File: src/rtl/hazard_ctrl_gen_if.sv
// hazard_ctrl_gen_if: pipeline status inputs and stall/flush controls for the hazard controller
interface hazard_ctrl_gen_if #(parameter int REGW = 5, parameter int NSRC = 2, parameter int CNTW = 32);
    logic [NSRC*REGW-1:0] i_src_d;
    logic [NSRC-1:0]      i_src_v_d;
    logic [REGW-1:0]      i_dst_e;
    logic                 i_regwrite_e;
    logic                 i_memtoreg_e;
    logic [REGW-1:0]      i_dst_m;
    logic                 i_memtoreg_m;
    logic                 i_branch_d;
    logic                 i_jumpreg_d;
    logic                 i_instrack_f;
    logic                 i_dataack_m;
    logic                 i_hiloaccess_d;
    logic                 i_mdstart_e;
    logic                 i_exc_req;
    logic                 i_stat_clr;
    logic                 o_stall_f;
    logic                 o_stall_d;
    logic                 o_stall_e;
    logic                 o_stall_m;
    logic                 o_stall_w;
    logic                 o_flush_d;
    logic                 o_flush_e;
    logic                 o_flush_m;
    logic                 o_exc_redirect;
    logic                 o_md_busy;
    logic                 o_ex_cleared;
    logic [CNTW-1:0]      o_stall_count;
    modport master (
        output i_src_d, i_src_v_d, i_dst_e, i_regwrite_e, i_memtoreg_e, i_dst_m, i_memtoreg_m,
               i_branch_d, i_jumpreg_d, i_instrack_f, i_dataack_m, i_hiloaccess_d, i_mdstart_e,
               i_exc_req, i_stat_clr,
        input  o_stall_f, o_stall_d, o_stall_e, o_stall_m, o_stall_w, o_flush_d, o_flush_e,
               o_flush_m, o_exc_redirect, o_md_busy, o_ex_cleared, o_stall_count
    );
    modport slave (
        input  i_src_d, i_src_v_d, i_dst_e, i_regwrite_e, i_memtoreg_e, i_dst_m, i_memtoreg_m,
               i_branch_d, i_jumpreg_d, i_instrack_f, i_dataack_m, i_hiloaccess_d, i_mdstart_e,
               i_exc_req, i_stat_clr,
        output o_stall_f, o_stall_d, o_stall_e, o_stall_m, o_stall_w, o_flush_d, o_flush_e,
               o_flush_m, o_exc_redirect, o_md_busy, o_ex_cleared, o_stall_count
    );
endinterface

File: src/rtl/hazard_ctrl_gen.sv
// hazard_ctrl_gen: 5-stage pipeline hazard controller with mult/div tracker,
// deferred exception flush and saturating stall counter
module hazard_ctrl_gen #(
    parameter int REGW       = 5,
    parameter int NSRC       = 2,
    parameter int MD_LAT     = 32,
    parameter int ZERO_GUARD = 1,
    parameter int CNTW       = 32
) (
    input  logic               clk,
    input  logic               rst_n,
    hazard_ctrl_gen_if.slave   bus
);
    localparam int MDW = $clog2(MD_LAT + 1);
    typedef enum logic {RUN, EXC_WAIT} state_t;
    state_t          r_state, w_state_nxt;
    logic [MDW-1:0]  r_md_cnt;
    logic            r_ex_cleared;
    logic [CNTW-1:0] r_stall_count;
    logic            w_hit_e, w_hit_m, w_lwstall, w_brstall, w_imiss, w_dmiss, w_mdstall;
    logic            w_exc_flush, w_stall_fd, w_stall_e, w_stall_mw, w_md_busy;

    function automatic logic match(input logic [REGW-1:0] a, input logic [REGW-1:0] b);
        return (a == b) && !((ZERO_GUARD != 0) && (b == '0));
    endfunction

    always_comb begin
        w_hit_e = 1'b0;
        w_hit_m = 1'b0;
        for (int i = 0; i < NSRC; i++) begin
            w_hit_e = w_hit_e | (bus.i_src_v_d[i] & match(bus.i_src_d[i*REGW +: REGW], bus.i_dst_e));
            w_hit_m = w_hit_m | (bus.i_src_v_d[i] & match(bus.i_src_d[i*REGW +: REGW], bus.i_dst_m));
        end
    end

    assign w_md_busy = (r_md_cnt != '0);
    assign w_lwstall = bus.i_memtoreg_e & w_hit_e;
    assign w_brstall = (bus.i_branch_d | bus.i_jumpreg_d) &
                       ((bus.i_regwrite_e & w_hit_e) | (bus.i_memtoreg_m & w_hit_m));
    assign w_imiss   = ~bus.i_instrack_f;
    assign w_dmiss   = ~bus.i_dataack_m;
    assign w_mdstall = bus.i_hiloaccess_d & (w_md_busy | bus.i_mdstart_e);

    // An exception arriving under a D-cache miss waits until M is released
    always_comb begin
        w_exc_flush = (r_state == RUN) ? (bus.i_exc_req & ~w_dmiss) : ~w_dmiss;
        w_state_nxt = (r_state == RUN) ? ((bus.i_exc_req & w_dmiss) ? EXC_WAIT : RUN)
                                       : (w_dmiss ? EXC_WAIT : RUN);
    end

    assign w_stall_fd = ~w_exc_flush & (w_lwstall | w_brstall | w_mdstall | w_imiss | w_dmiss);
    assign w_stall_e  = ~w_exc_flush & (w_imiss | w_dmiss);
    assign w_stall_mw = ~w_exc_flush & w_dmiss;

    assign bus.o_stall_f      = rst_n & w_stall_fd;
    assign bus.o_stall_d      = rst_n & w_stall_fd;
    assign bus.o_stall_e      = rst_n & w_stall_e;
    assign bus.o_stall_m      = rst_n & w_stall_mw;
    assign bus.o_stall_w      = rst_n & w_stall_mw;
    assign bus.o_flush_d      = ~rst_n | w_exc_flush;
    assign bus.o_flush_e      = ~rst_n | w_exc_flush | (w_stall_fd & ~w_stall_e);
    assign bus.o_flush_m      = ~rst_n | w_exc_flush | (w_stall_e & ~w_stall_mw);
    assign bus.o_exc_redirect = rst_n & w_exc_flush;
    assign bus.o_md_busy      = w_md_busy;
    assign bus.o_ex_cleared   = r_ex_cleared;
    assign bus.o_stall_count  = r_stall_count;

    always_ff @(posedge clk or negedge rst_n) begin
        if (!rst_n) begin
            r_state       <= RUN;
            r_md_cnt      <= '0;
            r_ex_cleared  <= 1'b0;
            r_stall_count <= '0;
        end else begin
            r_state       <= w_state_nxt;
            r_md_cnt      <= w_exc_flush ? '0 :
                             (bus.i_mdstart_e & ~w_stall_e) ? MDW'(MD_LAT) :
                             w_md_busy ? r_md_cnt - MDW'(1) : r_md_cnt;
            r_ex_cleared  <= (bus.o_flush_e | r_ex_cleared) & w_stall_fd;
            r_stall_count <= bus.i_stat_clr ? '0 :
                             (w_stall_fd & ~&r_stall_count) ? r_stall_count + CNTW'(1) : r_stall_count;
        end
    end
endmodule

File: src/flat_wrapper.sv
// flat-port wrapper written by rule: the top's interface ports become plain ports
module hazard_ctrl_gen_flat 
#(
    parameter int REGW       = 5,
    parameter int NSRC       = 2,
    parameter int MD_LAT     = 32,
    parameter int ZERO_GUARD = 1,
    parameter int CNTW       = 32
)
  (clk, rst_n, bus_i_src_d, bus_i_src_v_d, bus_i_dst_e, bus_i_regwrite_e, bus_i_memtoreg_e, bus_i_dst_m, bus_i_memtoreg_m, bus_i_branch_d, bus_i_jumpreg_d, bus_i_instrack_f, bus_i_dataack_m, bus_i_hiloaccess_d, bus_i_mdstart_e, bus_i_exc_req, bus_i_stat_clr, bus_o_stall_f, bus_o_stall_d, bus_o_stall_e, bus_o_stall_m, bus_o_stall_w, bus_o_flush_d, bus_o_flush_e, bus_o_flush_m, bus_o_exc_redirect, bus_o_md_busy, bus_o_ex_cleared, bus_o_stall_count);
  hazard_ctrl_gen_if #(.REGW(REGW), .NSRC(NSRC), .CNTW(CNTW)) bus_i ();
  input  logic clk;
  input  logic rst_n;
  input wire logic [$bits(bus_i.i_src_d)-1:0] bus_i_src_d;
  input wire logic [$bits(bus_i.i_src_v_d)-1:0] bus_i_src_v_d;
  input wire logic [$bits(bus_i.i_dst_e)-1:0] bus_i_dst_e;
  input wire logic [$bits(bus_i.i_regwrite_e)-1:0] bus_i_regwrite_e;
  input wire logic [$bits(bus_i.i_memtoreg_e)-1:0] bus_i_memtoreg_e;
  input wire logic [$bits(bus_i.i_dst_m)-1:0] bus_i_dst_m;
  input wire logic [$bits(bus_i.i_memtoreg_m)-1:0] bus_i_memtoreg_m;
  input wire logic [$bits(bus_i.i_branch_d)-1:0] bus_i_branch_d;
  input wire logic [$bits(bus_i.i_jumpreg_d)-1:0] bus_i_jumpreg_d;
  input wire logic [$bits(bus_i.i_instrack_f)-1:0] bus_i_instrack_f;
  input wire logic [$bits(bus_i.i_dataack_m)-1:0] bus_i_dataack_m;
  input wire logic [$bits(bus_i.i_hiloaccess_d)-1:0] bus_i_hiloaccess_d;
  input wire logic [$bits(bus_i.i_mdstart_e)-1:0] bus_i_mdstart_e;
  input wire logic [$bits(bus_i.i_exc_req)-1:0] bus_i_exc_req;
  input wire logic [$bits(bus_i.i_stat_clr)-1:0] bus_i_stat_clr;
  output wire logic [$bits(bus_i.o_stall_f)-1:0] bus_o_stall_f;
  output wire logic [$bits(bus_i.o_stall_d)-1:0] bus_o_stall_d;
  output wire logic [$bits(bus_i.o_stall_e)-1:0] bus_o_stall_e;
  output wire logic [$bits(bus_i.o_stall_m)-1:0] bus_o_stall_m;
  output wire logic [$bits(bus_i.o_stall_w)-1:0] bus_o_stall_w;
  output wire logic [$bits(bus_i.o_flush_d)-1:0] bus_o_flush_d;
  output wire logic [$bits(bus_i.o_flush_e)-1:0] bus_o_flush_e;
  output wire logic [$bits(bus_i.o_flush_m)-1:0] bus_o_flush_m;
  output wire logic [$bits(bus_i.o_exc_redirect)-1:0] bus_o_exc_redirect;
  output wire logic [$bits(bus_i.o_md_busy)-1:0] bus_o_md_busy;
  output wire logic [$bits(bus_i.o_ex_cleared)-1:0] bus_o_ex_cleared;
  output wire logic [$bits(bus_i.o_stall_count)-1:0] bus_o_stall_count;
  assign bus_i.i_src_d = bus_i_src_d;
  assign bus_i.i_src_v_d = bus_i_src_v_d;
  assign bus_i.i_dst_e = bus_i_dst_e;
  assign bus_i.i_regwrite_e = bus_i_regwrite_e;
  assign bus_i.i_memtoreg_e = bus_i_memtoreg_e;
  assign bus_i.i_dst_m = bus_i_dst_m;
  assign bus_i.i_memtoreg_m = bus_i_memtoreg_m;
  assign bus_i.i_branch_d = bus_i_branch_d;
  assign bus_i.i_jumpreg_d = bus_i_jumpreg_d;
  assign bus_i.i_instrack_f = bus_i_instrack_f;
  assign bus_i.i_dataack_m = bus_i_dataack_m;
  assign bus_i.i_hiloaccess_d = bus_i_hiloaccess_d;
  assign bus_i.i_mdstart_e = bus_i_mdstart_e;
  assign bus_i.i_exc_req = bus_i_exc_req;
  assign bus_i.i_stat_clr = bus_i_stat_clr;
  assign bus_o_stall_f = bus_i.o_stall_f;
  assign bus_o_stall_d = bus_i.o_stall_d;
  assign bus_o_stall_e = bus_i.o_stall_e;
  assign bus_o_stall_m = bus_i.o_stall_m;
  assign bus_o_stall_w = bus_i.o_stall_w;
  assign bus_o_flush_d = bus_i.o_flush_d;
  assign bus_o_flush_e = bus_i.o_flush_e;
  assign bus_o_flush_m = bus_i.o_flush_m;
  assign bus_o_exc_redirect = bus_i.o_exc_redirect;
  assign bus_o_md_busy = bus_i.o_md_busy;
  assign bus_o_ex_cleared = bus_i.o_ex_cleared;
  assign bus_o_stall_count = bus_i.o_stall_count;
  hazard_ctrl_gen #(.REGW(REGW), .NSRC(NSRC), .MD_LAT(MD_LAT), .ZERO_GUARD(ZERO_GUARD), .CNTW(CNTW)) u_core (.clk(clk), .rst_n(rst_n), .bus(bus_i));
endmodule
File: config.mk
export PLATFORM = sky130hd
export DESIGN_NAME = hazard_ctrl_gen_flat
export DESIGN_NICKNAME = d
export VERILOG_FILES = /design/src/rtl/hazard_ctrl_gen_if.sv /design/src/rtl/hazard_ctrl_gen.sv /design/src/flat_wrapper.sv
export SDC_FILE = /design/constraint.sdc
export NUM_CORES = 1
export LEC_CHECK = 0
export ABC_CLOCK_PERIOD_IN_PS = 2550
export BUFFER_PORTS_ARGS = -buffer_cell sky130_fd_sc_hd__buf_2
export CAP_MARGIN = 20
export CORE_MARGIN = 5
export CORE_UTILIZATION = 50
export CTS_CLUSTER_SIZE = 16
export DETAILED_ROUTE_END_ITERATION = 10
export PLACE_DENSITY = 0.79
export SYNTH_ARGS = -nofsm -noshare
export SYNTH_HDL_FRONTEND = slang
export SYNTH_SLANG_ARGS = --single-unit
File: constraint.sdc
create_clock -name clk -period 2.55 [get_ports clk]
set_input_delay 0.1275 -clock clk [delete_from_list [all_inputs] [get_ports clk]]
set_output_delay 0.1275 -clock clk [all_outputs]
set_load 0.02 [all_outputs]
Word level (Yosys, flattened, before mapping)
Cells that the tools add are included.
{"block": "totals", "in_bits": 35, "n_memories": 0, "wordCells": 75, "ff_bits": 40, "latch_bits": 0, "rom_bits": 0, "mem_bits_rw": 0}
{"block": "classes", "n_mul": 0, "eq_ne": 4, "n_addsub": 2, "shift": 0, "n_reduce_logical": 13, "n_mux": 9, "div": 0, "order_cmp": 0, "bitwise_logic": 43}
{"operator": "$mux 32", "count": 2}
{"operator": "$add 32x1->32 const B", "count": 1}
{"operator": "$reduce_and 32->1", "count": 1}
{"operator": "$and 1x1->1", "count": 23}
{"operator": "$eq 5x5->1", "count": 4}
{"operator": "$mux 6", "count": 3}
{"operator": "$or 1x1->1", "count": 14}
{"operator": "$logic_not 5->1", "count": 2}
{"operator": "$not 1->1", "count": 6}
{"operator": "$reduce_bool 6->1", "count": 1}
{"operator": "$sub 6x1->6 const B", "count": 1}
{"operator": "$logic_and 1x1->1", "count": 4}
{"operator": "$mux 1", "count": 4}
{"operator": "$logic_not 1->1", "count": 3}
{"operator": "$reduce_bool 3->1", "count": 1}
{"operator": "$reduce_bool 2->1", "count": 1}

Depth between registers and ports, before layout
{"block": "logic_depth", "ltp_word": 17, "mapped_depth": 13, "mapped_depth_nobuf": 9}

Worst setup path after synthesis
Ideal clock, no wire load.
{"block": "synth_timing", "path_kind": "register to output", "from": "reg u_core.r_md_cnt[0]", "to": "out bus_o_stall_f", "path_buffers": 5, "path_stages_with_launch": 14, "setup_slack_ns": -0.011, "t_arrival_ns": 2.433, "path_cell_list": "dfrtp_1 -> inv_1 -> ha_1 -> nand2b_1 -> or4_1 -> buf_2 -> o21a_1 -> nor2_1 -> and2_1 -> buf_6 -> buf_6 -> buf_2 -> nor2_1 -> buf_4"}
{"block": "synth_via", "elab_chain_len": 8}
{"element": "start, declared", "line_no": "hazard_ctrl_gen.sv:17", "rtl": "logic [MDW-1:0] r_md_cnt;"}
{"element": "start signal, assigned", "line_no": "hazard_ctrl_gen.sv:76", "rtl": "r_md_cnt <= w_exc_flush ? '0 :"}
{"element": "$reduce_bool 6->1", "line_no": "hazard_ctrl_gen.sv:36", "rtl": "assign w_md_busy = (r_md_cnt != '0);"}
{"element": "via bus_o_md_busy", "line_no": "flat_wrapper.sv:38", "rtl": "output wire logic [$bits(bus_i.o_md_busy)-1:0] bus_o_md_busy;"}
{"element": "$or 1x1->1", "line_no": "hazard_ctrl_gen.sv:42", "rtl": "assign w_mdstall = bus.i_hiloaccess_d & (w_md_busy | bus.i_mdstart_e);"}
{"element": "$and 1x1->1", "line_no": "hazard_ctrl_gen.sv:42"}
{"element": "$or 1x1->1 (3 in a row)", "line_no": "hazard_ctrl_gen.sv:51", "rtl": "assign w_stall_fd = ~w_exc_flush & (w_lwstall | w_brstall | w_mdstall | w_imiss | w_dmiss);"}
{"element": "$and 1x1->1", "line_no": "hazard_ctrl_gen.sv:51"}
{"element": "$and 1x1->1"}
{"element": "end, declared", "line_no": "flat_wrapper.sv:29", "rtl": "output wire logic [$bits(bus_i.o_stall_f)-1:0] bus_o_stall_f;"}
The timed path passes the listed nets, and every way through them passes these cells.

Final worst setup path
{"block": "layout_timing", "from": "reg u_core.r_stall_count[0] (netlist: u_core.bus.o_stall_count[0])", "to": "reg u_core.r_stall_count[30] (netlist: u_core.bus.o_stall_count[30])"}
{"block": "layout_via", "elab_chain_len": 4, "word_cells_on_any_way": 7, "classes_between": "add/sub (1); mux (2); bitwise (1); reduce/logical (3)"}
{"element": "start, declared", "line_no": "hazard_ctrl_gen.sv:19", "rtl": "logic [CNTW-1:0] r_stall_count;"}
{"element": "start signal, assigned", "line_no": "hazard_ctrl_gen.sv:80", "rtl": "r_stall_count <= bus.i_stat_clr ? '0 :"}
{"element": "parallel branches: the longest is 4 deep, another holds $add 32x1->32"}
Several ways; the timed one is not identified. The select of a mux whose other input is x is not followed.
A chain may end at the register's enable or synchronous reset.

==> metrics.md <==
| Metric | Value |
|---|---|
| Clk slew on worst S/H paths | `0.08 ns` |
| Routability Congestion | `0.7948` |
| Max Freq | `414.6 MHz` |
| Sequential share of the synthesized area | `0.3784` |
| Max stage delay on crit path | `0.50 ns` |
| Initial Util | `0.5179` |
| Internal power | `1.218 mW` |
| Die area | `6844 um^2` |
| First-pass GRT wire length | `11,650 um` |
| Initial antenna violation count | `0` |
| Layout Nets | `423` |
| Post-Layout Cell Count | `457` |
| Area grow syn2layout | `26.96%` |
| Top-count cell post-synth | `dfrtp_1` |
| CTS tree | `done` |
| Logic pwr share | `0.296` |
| Crit path cell chain | `ha_1 > nand2_1 > or3_1 > nor3_1 > nand2_1 > a2111oi_0 > xnor2_1 > nor2_1` |
| CTS Buf Count | `5` |
| Sw frac | `0.3103` |
| CP top delay family | `simple AND/OR/NAND/NOR gates` |
| CORE AREA | `5107 um^2` |
| TNS Setup | `0 ns` |
| Nature of the critical path endpoint | `register` |
| Largest net degree at the start of global routing | `39` |
| Synth area leaders | `dfrtp_1 38%, or4_1 6.2%, xor2_1 5.6%` |
| Synth Area per Inst | `8.729 um^2` |
| Setup Skew | `0.006331 ns` |
| WS Path Type | `reg -> reg` |
| Worst path arrival time | `2.57 ns` |
| Deepest clock path buffer count | `2` |
| PwrDens | `525.7 nW/um^2` |
| Final wirelength | `7077 um` |
| Via count | `2,655` |
| Ports | `78` |
| Type of the most critical hold path | `in -> reg` |
| Top cells by count, synth | `40 x dfrtp_1, 29 x a21oi_1, 22 x or4_1` |
| Post-route minimum period | `2.412 ns` |
| Final hold vios | `0` |
| Die Height | `82.73 um` |
| WL/cell | `15.49 um` |
| Root Driver | `clkbuf_8` |
| Final Max Slew Viols | `0` |
| Asr flop ratio synth | `1.000` |
| Port Buf Inserts | `77` |
| GRT Total Usage | `0.2159` |
| CTS Sinks | `40` |
| Clk_lat worst skew | `0.30 ns` |
| Global route overflow | `0` |
| Peak supply drop | `0.3101 mV` |
| Register bit count reported by yosys | `40` |
| Leak | `1.454 nW` |
| Std-Cell Rows | `26` |
| Worst Tran Pin Value | `0.6912 ns` |
| Buf+Inv Stages, Crit Path | `0` |
| Sequential power share | `0.409` |
| Yosys top cell by area | `dfrtp_1` |
| CP startpoint kind | `register` |
| DP HPWL | `5042 um` |
| # DRC | `0` |
| Via density | `5.810` |
| Ant. Diodes | `0` |
| Vias in the first global route | `2,624` |
| Slowest stage cell on the critical path | `a2111oi_0` |
| Chip width | `82.73 um` |
| Share of the synthesized area in the top cell type | `0.3784` |
| Count of final setup violators | `0` |
| Post-route ant nets | `0` |
| Synth Net Count | `340` |
| Power consumption | `1.766 mW` |
| Synth unique cells | `42` |
| Syn Std Cell Area | `2645 um^2` |
| Critical Path RT | `2.71 ns` |
| P_sw | `0.5479 mW` |
| Htree depth | `2` |
| Most used cell, CP | `nand2_1` |
| Predominant post-synthesis flop cell | `dfrtp_1` |
| Final period utilization | `0.9459` |
| Status | `completed` |
| Worst-path maximum fanout | `5` |
| Inst Count DP | `443` |
| Drt initial violations | `76` |
| Share of cells above drive strength 1 | `0.3049` |
| EDFF count, synth | `0` |
| Total of max-cap violations | `0` |
| Initial DRT Pass Iterations | `4` |
| Relative slew slack | `0.5392` |
| Gate Count Post-Synth | `303` |
| Clock power share | `0.295` |
| Synth Warn # | `0` |
## placed cells by master (no fill, tap or decap), types with 2 or more instances in the layout
cell type	synthesis	routed
o21ai_0	8	8
and3_1	2	2
or3_1	10	10
nor2_1	21	19
or4_1	22	21
o31ai_1	17	17
xor2_1	17	17
clkbuf_8	0	5
nand2_1	19	19
xnor2_1	7	7
a2111oi_0	2	2
o21ai_1	2	2
mux2_2	6	6
inv_1	5	4
and4_1	2	2
buf_4	3	12
a32oi_1	2	2
nor3_1	7	7
nor2b_1	7	7
dfrtp_1	40	40
buf_2	3	77
a21oi_1	29	29
nand2b_1	5	4
nand3_1	13	13
nand4_1	12	12
and2_1	6	5
o21a_1	2	2
buf_12	0	2
nor4_1	8	8
## registers in the layout, summed over array words and instances (netlist names)
signal and count:
u_core.r_md_cnt 6, u_core.bus.o_stall_count 32, u_core.r_state 1, u_core.bus.o_ex_cleared 1
## timing repair
item                                   4_1_cts  5_1_grt
buffers inserted                             0        3
endpoints found under the hold margin        4        0
gates cloned                                 1        1
setup endpoints to repair                    3        5
gates resized for setup                      2        6
hold buffers                                 1        0
## kinds of logic after synthesis
| logic type | count (synthesis) | share of synthesized area |
|---|---|---|
| buf+inv | 23 | 0.04683 |
| compound gates | 69 | 0.1623 |
| simple gates | 139 | 0.2980 |
| fa+ha+maj | 2 | 0.009459 |
| xor+xnor | 24 | 0.07947 |
| mux | 6 | 0.02554 |
| flops | 40 | 0.3784 |
## worst reg2reg max path: cells and delay by family (launching register included)
family,cells,cell delay (ns)
compound gates,1,0.50
xor+xnor,1,0.19
fa+ha+maj,1,0.24
flops,1,0.42
simple gates,5,0.93
## cell type report
type	instances	area (um^2)
clock inverter	3	42.54
sequential	40	1001
timing repair buffer	94	583.1
tap	70	87.58
clock buffer	5	68.82
inverter	5	18.77
multi-input combinational	240	1556
fill	459	1749
## path summary, 6_finish.rpt
kind                            depth (start not counted)                   startpoint  slack, ns                      endpoint
worst max-delay path                                    8  u_core.bus.o_stall_count[0]       0.14  u_core.bus.o_stall_count[30]
worst min-delay path                                    2              bus_i_dataack_m       0.08                u_core.r_state
worst max register to register                          8  u_core.bus.o_stall_count[0]       0.14  u_core.bus.o_stall_count[30]
worst min register to register                          2               u_core.r_state       0.52                u_core.r_state
max in group asynchronous                               3                        rst_n       1.66   u_core.bus.o_stall_count[2]
min in group asynchronous                               2                        rst_n       0.19                u_core.r_state
## power by group through the flow
| stage | Sequential (mW) | Clock (mW) | Combinational (mW) |
|---|---|---|---|
| 6_report | 0.722 | 0.520 | 0.523 |
| 5_1_grt | 0.729 | 0.562 | 0.581 |
| 4_1_cts | 0.719 | 0.528 | 0.442 |
| 3_5_place_dp | 0.732 | 0 | 0.424 |
| 3_3_place_gp | 0.727 | 0 | 0.413 |
| 2_1_floorplan | 0.730 | 0 | 0.287 |
## through the flow
step                hold slack (ns)  setup WS, ns  instance area, um^2    util
floorplan                   -0.1681       0.02933                 2648       -
global placement           -0.02528        0.1502                 3123  0.6115
detailed placement         -0.01951       0.09336                 3123  0.6115
CTS                         0.07061       0.02497                 3282  0.6426
global route                0.09291    -0.0003164                 3358  0.6575
finish                      0.07807        0.1379                 3358  0.6575
## layer usage
metal | up-vias | track usage | part of all wire
met5 | - | 0 | 0
met4 | 0 | 0.06046 | 0.011
met3 | 8 | 0.04121 | 0.063
met1 | 1274 | 0.2703 | 0.45
met2 | 75 | 0.3782 | 0.48
li1 | 1298 | - | -
Power figures use the tool's default switching activity.
